### src/rtl/frame_uploader_pkg.sv
// Shared frame-stream types: FSM states and in-band marker words.
// Used by both the uploader and the downloader side of the frame path.
package FrameUploaderTypes;

    typedef enum logic [3:0] {
        IDLE,
        WAIT_FRAME,
        WAIT_ROW,
        FILL,
        WRITE_REQ,
        WRITE_BURST,
        ROW_END,
        DONE,
        ERROR
    } t_state;

    localparam logic [16:0] MARK_FRAME_START = 17'h10000;
    localparam logic [16:0] MARK_ROW_START   = 17'h10001;
    localparam logic [16:0] MARK_FRAME_END   = 17'h1FFFF;

endpackage

### src/rtl/frame_uploader_pixel_pack_cache.sv
// Burst staging cache: pixel-wide write port, pixel-pair read port.
// Read data is registered and only refreshed while re is high.
module pixel_pack_cache #(
    parameter int CACHE_SIZE = 16,
    parameter int AW = $clog2(CACHE_SIZE),
    parameter int RW = $clog2(CACHE_SIZE / 2)
) (
    input  logic          clk,
    input  logic          reset,
    input  logic          we,
    input  logic [AW-1:0] waddr,
    input  logic [15:0]   wdata,
    input  logic          re,
    input  logic [RW-1:0] raddr,
    output logic [31:0]   rdata
);

    logic [15:0] mem_q [CACHE_SIZE];
    logic [31:0] rdata_q;

    // Pixel storage; contents are don't-care until written.
    always_ff @(posedge clk) begin
        if (we) begin
            mem_q[waddr] <= wdata;
        end
    end

    // Registered pair read: earlier pixel in the low half.
    always_ff @(posedge clk or posedge reset) begin
        if (reset) begin
            rdata_q <= '0;
        end else if (re) begin
            rdata_q <= {mem_q[{raddr, 1'b1}], mem_q[{raddr, 1'b0}]};
        end
    end

    assign rdata = rdata_q;

endmodule

### src/rtl/frame_uploader.sv
// Frame uploader: parses a marker-delimited pixel FIFO stream and
// writes each row to PSRAM as fixed-size bursts of packed pixel pairs.
module frame_uploader
    import FrameUploaderTypes::*;
#(
    parameter int MEMORY_BURST = 32,
    parameter int FRAME_WIDTH  = 640,
    parameter int FRAME_HEIGHT = 480
) (
    input  logic        clk,
    input  logic        reset,
    input  logic        start,
    input  logic [20:0] base_addr,
    input  logic        queue_empty,
    input  logic [16:0] queue_data_i,
    output logic        rd_en,
    output logic        write_rq,
    input  logic        write_ack,
    output logic [20:0] write_addr,
    output logic [31:0] write_data,
    output logic        mem_wr_en,
    output logic        upload_done,
    output logic        frame_error
);

    localparam int CACHE_SIZE = MEMORY_BURST / 2;
    localparam int WORDS      = CACHE_SIZE / 2;
    localparam int CW         = $clog2(CACHE_SIZE);
    localparam int BW         = $clog2(WORDS);
    localparam int COLW       = $clog2(FRAME_WIDTH + 1);
    localparam int ROWW       = $clog2(FRAME_HEIGHT + 1);

    t_state          state_q;
    logic            pend_q;
    logic [ROWW-1:0] row_q;
    logic [COLW-1:0] col_q;
    logic [CW-1:0]   cache_cnt_q;
    logic [BW-1:0]   burst_cnt_q;
    logic [20:0]     write_addr_q;
    logic            write_rq_q;
    logic            mem_wr_en_q;
    logic            upload_done_q;
    logic            frame_error_q;

    logic            pop_state;
    logic            is_marker;
    logic            cache_we;
    logic            cache_re;
    logic [BW-1:0]   cache_raddr;

    // One pop in flight at a time: the word is consumed the cycle
    // after rd_en, so nothing is ever popped past a state change.
    always_comb begin
        pop_state = (state_q == WAIT_FRAME) ||
                    (state_q == WAIT_ROW) ||
                    (state_q == FILL);
        rd_en     = pop_state && !queue_empty && !pend_q;
        is_marker = queue_data_i[16];
    end

    // Cache ports: prefetch word 0 while waiting for the grant, then
    // stay one word ahead so each burst cycle has its data ready.
    always_comb begin
        cache_we    = (state_q == FILL) && pend_q && !is_marker;
        cache_re    = (state_q == WRITE_REQ) || (state_q == WRITE_BURST);
        cache_raddr = (state_q == WRITE_BURST) ? burst_cnt_q + BW'(1)
                                               : '0;
    end

    pixel_pack_cache #(
        .CACHE_SIZE (CACHE_SIZE)
    ) u_cache (
        .clk   (clk),
        .reset (reset),
        .we    (cache_we),
        .waddr (cache_cnt_q),
        .wdata (queue_data_i[15:0]),
        .re    (cache_re),
        .raddr (cache_raddr),
        .rdata (write_data)
    );

    // Main control FSM with registered handshake and status outputs.
    always_ff @(posedge clk or posedge reset) begin
        if (reset) begin
            state_q       <= IDLE;
            pend_q        <= 1'b0;
            row_q         <= '0;
            col_q         <= '0;
            cache_cnt_q   <= '0;
            burst_cnt_q   <= '0;
            write_addr_q  <= '0;
            write_rq_q    <= 1'b0;
            mem_wr_en_q   <= 1'b0;
            upload_done_q <= 1'b0;
            frame_error_q <= 1'b0;
        end else begin
            pend_q        <= rd_en;
            upload_done_q <= 1'b0;
            frame_error_q <= 1'b0;
            unique case (state_q)
                IDLE: begin
                    write_addr_q <= base_addr;
                    if (start) begin
                        row_q   <= '0;
                        state_q <= WAIT_FRAME;
                    end
                end
                WAIT_FRAME: begin
                    if (pend_q && queue_data_i == MARK_FRAME_START) begin
                        state_q <= WAIT_ROW;
                    end
                end
                WAIT_ROW: begin
                    if (pend_q) begin
                        if (queue_data_i == MARK_ROW_START) begin
                            col_q       <= '0;
                            cache_cnt_q <= '0;
                            state_q     <= FILL;
                        end else if (queue_data_i == MARK_FRAME_END &&
                                     row_q == ROWW'(FRAME_HEIGHT)) begin
                            upload_done_q <= 1'b1;
                            state_q       <= DONE;
                        end else begin
                            frame_error_q <= 1'b1;
                            state_q       <= ERROR;
                        end
                    end
                end
                FILL: begin
                    if (pend_q) begin
                        if (is_marker) begin
                            frame_error_q <= 1'b1;
                            state_q       <= ERROR;
                        end else begin
                            col_q       <= col_q + COLW'(1);
                            cache_cnt_q <= cache_cnt_q + CW'(1);
                            if (cache_cnt_q == CW'(CACHE_SIZE - 1)) begin
                                write_rq_q <= 1'b1;
                                state_q    <= WRITE_REQ;
                            end
                        end
                    end
                end
                WRITE_REQ: begin
                    if (write_ack) begin
                        burst_cnt_q <= '0;
                        mem_wr_en_q <= 1'b1;
                        state_q     <= WRITE_BURST;
                    end
                end
                WRITE_BURST: begin
                    burst_cnt_q <= burst_cnt_q + BW'(1);
                    if (burst_cnt_q == BW'(WORDS - 2)) begin
                        write_rq_q <= 1'b0;
                    end
                    if (burst_cnt_q == BW'(WORDS - 1)) begin
                        mem_wr_en_q  <= 1'b0;
                        write_addr_q <= write_addr_q + 21'(CACHE_SIZE);
                        state_q      <= (col_q == COLW'(FRAME_WIDTH))
                                        ? ROW_END : FILL;
                    end
                end
                ROW_END: begin
                    row_q   <= row_q + ROWW'(1);
                    state_q <= WAIT_ROW;
                end
                DONE: begin
                    state_q <= IDLE;
                end
                ERROR: begin
                    write_addr_q <= base_addr;
                    state_q      <= WAIT_FRAME;
                end
                default: begin
                    state_q <= IDLE;
                end
            endcase
        end
    end

    assign write_rq    = write_rq_q;
    assign write_addr  = write_addr_q;
    assign mem_wr_en   = mem_wr_en_q;
    assign upload_done = upload_done_q;
    assign frame_error = frame_error_q;

endmodule

### config.mk
export PLATFORM = sky130hd
export DESIGN_NAME = frame_uploader
export DESIGN_NICKNAME = d
export VERILOG_FILES = /design/src/rtl/frame_uploader_pkg.sv /design/src/rtl/frame_uploader_pixel_pack_cache.sv /design/src/rtl/frame_uploader.sv
export SDC_FILE = /design/constraint.sdc
export NUM_CORES = 1
export LEC_CHECK = 0
export BUFFER_PORTS_ARGS = -buffer_cell sky130_fd_sc_hd__buf_4
export CORE_ASPECT_RATIO = 0.6
export CORE_MARGIN = 2
export CORE_UTILIZATION = 40
export DETAILED_ROUTE_END_ITERATION = 8
export SYNTH_ARGS = -nofsm -noshare
export SYNTH_HDL_FRONTEND = slang
export SYNTH_SLANG_ARGS = --single-unit
export TNS_END_PERCENT = 5
### constraint.sdc
create_clock -name clk -period 3.8 [get_ports clk]
set_clock_uncertainty 0.2 [all_clocks]
set_input_delay 0.38 -clock clk [delete_from_list [all_inputs] [get_ports clk]]
set_output_delay 0.38 -clock clk [all_outputs]
set_load 0.01 [all_outputs]
==> impl_metrics.ini <==
[routing]
route.vias.total = 8568
routedWlPerCell_um = 24.0
ant_nets = 0
drt_first_pass_iters = 5
wirelength_um = 35800
initialDrtViolationCount = 888
drcViolationCount = 0
viasPerCell = 5.75

[finish]
fillers = 2856
final_common_cell = edfxtp_1
mostFrequentLayoutCells = edfxtp_1 (256), buf_4 (134), dfrtp_1 (87), o221ai_1 (64), nand2_1 (54)
final_area_mm2 = 0.0166
finalNetCount = 1061
diodes = 0
area_growth_pct = 20.0
drive_gt1_frac = 0.233

[setup_path]
rr_worst_depth = 5
worst-path-max-fanout = 22
crit_type = flip-flop to flip-flop
crit_arrival_ps = 3000
reg2reg_to = u_cache.mem_q[8][2]
reg2reg_from = state_q[0]
rrSetupSlack_ps = 800
cp-start-kind = flip-flop
worst_ep_required_time_ps = 3800
endpoint_kind = flip-flop

[clocking]
clk_pin_slew_ps = 60
cts_inserted_buffers = 34
clk_latency_ps = 540
cts_max_level = 2
cts_tree = done
clockRootBuffer = clkbuf_16
cts_setup_buffers = 0
clockBufferDepth = 3
cts_sinks = 344

[timing]
min_period_ps = 3000
worstMarginPinSlew_ps = 746
hold_viol = 0
timing.setup.tns_ps = 0
setup_viol = 0
slew_headroom = 0.503
timing.final.crit_share = 0.790
maxClockFrequency_mhz = 333
slew_violations = 0
rsz0062_at_grt = false

[die]
die_area_mm2 = 0.0361
die_h_um = 148
coreArea_mm2 = 0.0339
die_w_um = 244
pin_count = 101
rows = 52
start_util = 0.408

[pwr]
cellLeakagePower_nw = 5.85
p_total_mw = 10.7
irDropWorstVdd_mv = 0.408
p_per_area_mw_per_mm2 = 646

[synth]
ys_async_sr_fraction = 0.256
syn_avg_cell_area_um2 = 16.0
synthFlopType = edfxtp_1
synth_area_mm2 = 0.0138
ys_ff_latch = 344
syn-num-nets = 921
synth.distinct_cells = 62
yosys_warnings = 0
syn_inst = 866
synth_edf_count = 256
seq_area_frac_synth = 0.715

[grt]
grt_pass1_vias = 8323
antenna_found_initial = 0
overflow = 0
grtUsageTotal = 0.201
grt_pass1_wl_um = 54300
grt_max_degree = 51

[min_path]
hold_path_class = input port to flip-flop
min_delay_path_depth = 1
hp-start = queue_data_i[14]
holdPathEnd = u_cache.mem_q[14][14]

[place]
gp_congestion = 0.804
dp_hpwl_um = 21500
postPlaceCellArea_mm2 = 0.0152
port_buffers = 100

[run]
maxCapViolations = 0

[outcome]
outcome = complete, no violations
-- area by class of cell --
| type | instances | area, um2 | share of cell area |
|---|---|---|---|
| multi-input combinational | 453 | 3640 | 0.219 |
| inverter | 11 | 43.8 | 0.00264 |
| clock inverter | 15 | 179 | 0.0108 |
| timing repair buffer | 162 | 1320 | 0.0793 |
| clock buffer | 47 | 951 | 0.0573 |
| tap | 459 | 574 | 0.0346 |
| sequential | 344 | 9890 | 0.596 |
-- worst max-delay path: stages, from the launching register on --
cell and delay, ps:
dfrtp_1 760, inv_1 280, or3_1 570, nor3b_1 380, and2_1 180, buf_4 300
-- metal layers --
metal  up-vias  part of all wire  track usage
li1       3797                 -            -
met1      4394              0.49        0.325
met2       336              0.42        0.279
met3        41             0.072       0.0366
met4         0             0.014       0.0466
met5         -                 0            0
-- cell families after synthesis --
| logic type | Yosys count | synth area share |
|---|---|---|
| flip-flops | 344 | 0.715 |
| AO/OA/AOI/OAI | 210 | 0.114 |
| AND/OR/NAND/NOR | 178 | 0.0702 |
| buffers and inverters | 69 | 0.0242 |
| multiplexers | 36 | 0.0553 |
| XOR/XNOR | 17 | 0.0108 |
| adder cells (fa/ha/maj) | 12 | 0.0109 |
-- registers in the layout, indices dropped and copies added (netlist names) --
signal         cells
burst_cnt_q        3
cache_cnt_q        4
col_q             10
frame_error        1
mem_wr_en          1
pend_q             1
row_q              9
state_q            4
u_cache.mem_q    256
upload_done        1
write_addr        21
write_data        32
write_rq           1
-- power by group --
part	leakage, nW	switching (mW)	internal [mW]	total, mW
combinational	1.88	1.29	1.10	2.39
clock	0.556	1.43	1.98	3.42
sequential	3.42	0.490	4.42	4.91
total	5.85	3.22	7.50	10.7
-- synth_stat cells (4+ instances only) --
library cell,n,share of area
nand2_1,54,0.015
dfrtp_1,88,0.16
nand4_1,18,0.0081
nor4b_1,5,0.0032
o31ai_1,7,0.0038
clkbuf_1,30,0.0081
edfxtp_1,256,0.56
nand3_1,11,0.0040
nand2b_1,4,0.0018
o22ai_1,6,0.0027
buf_1,5,0.0014
o21ai_0,23,0.0083
nor2_1,26,0.0071
and4_1,6,0.0038
nor3_1,10,0.0036
o221ai_1,64,0.041
a21o_1,6,0.0033
a31o_2,4,0.0025
and3_1,8,0.0036
inv_1,11,0.0030
xor2_1,15,0.0095
buf_2,14,0.0051
ha_1,12,0.011
buf_6,7,0.0057
nor3b_1,4,0.0022
a21oi_1,43,0.016
mux4_2,32,0.052
a221o_1,33,0.024
and2_1,10,0.0045
nor4_1,6,0.0027
-- metrics by stage --
stage	util	hold slack (ps)	cells	setup WS (ps)
2_1_floorplan	-	244	866	219
3_3_place_gp	0.449	261	1404	895
3_5_place_dp	0.449	264	1404	837
4_1_cts	0.490	3.64	1491	828
5_1_grt	0.490	11.6	1491	627
6_report	0.490	5.93	1491	798
-- worst max-delay path by stage --
stage / slack, ps / cells past startpoint / start / to
floorplan: 220 / 4 / state_q[2] / u_cache.mem_q[1][0]
global placement: 900 / 6 / burst_cnt_q[0] / write_data[3]
detailed placement: 840 / 5 / state_q[0] / u_cache.mem_q[8][2]
CTS: 830 / 5 / state_q[0] / u_cache.mem_q[8][2]
global route: 630 / 5 / state_q[0] / u_cache.mem_q[8][2]
finish: 800 / 5 / state_q[0] / u_cache.mem_q[8][2]
-- what timing repair did --
action | in CTS | in global routing
hold endpoints to repair | 75 | 0
resized for setup | 0 | 0
hold buffers | 25 | 0
No activity file was read; power rests on OpenSTA's default activity.
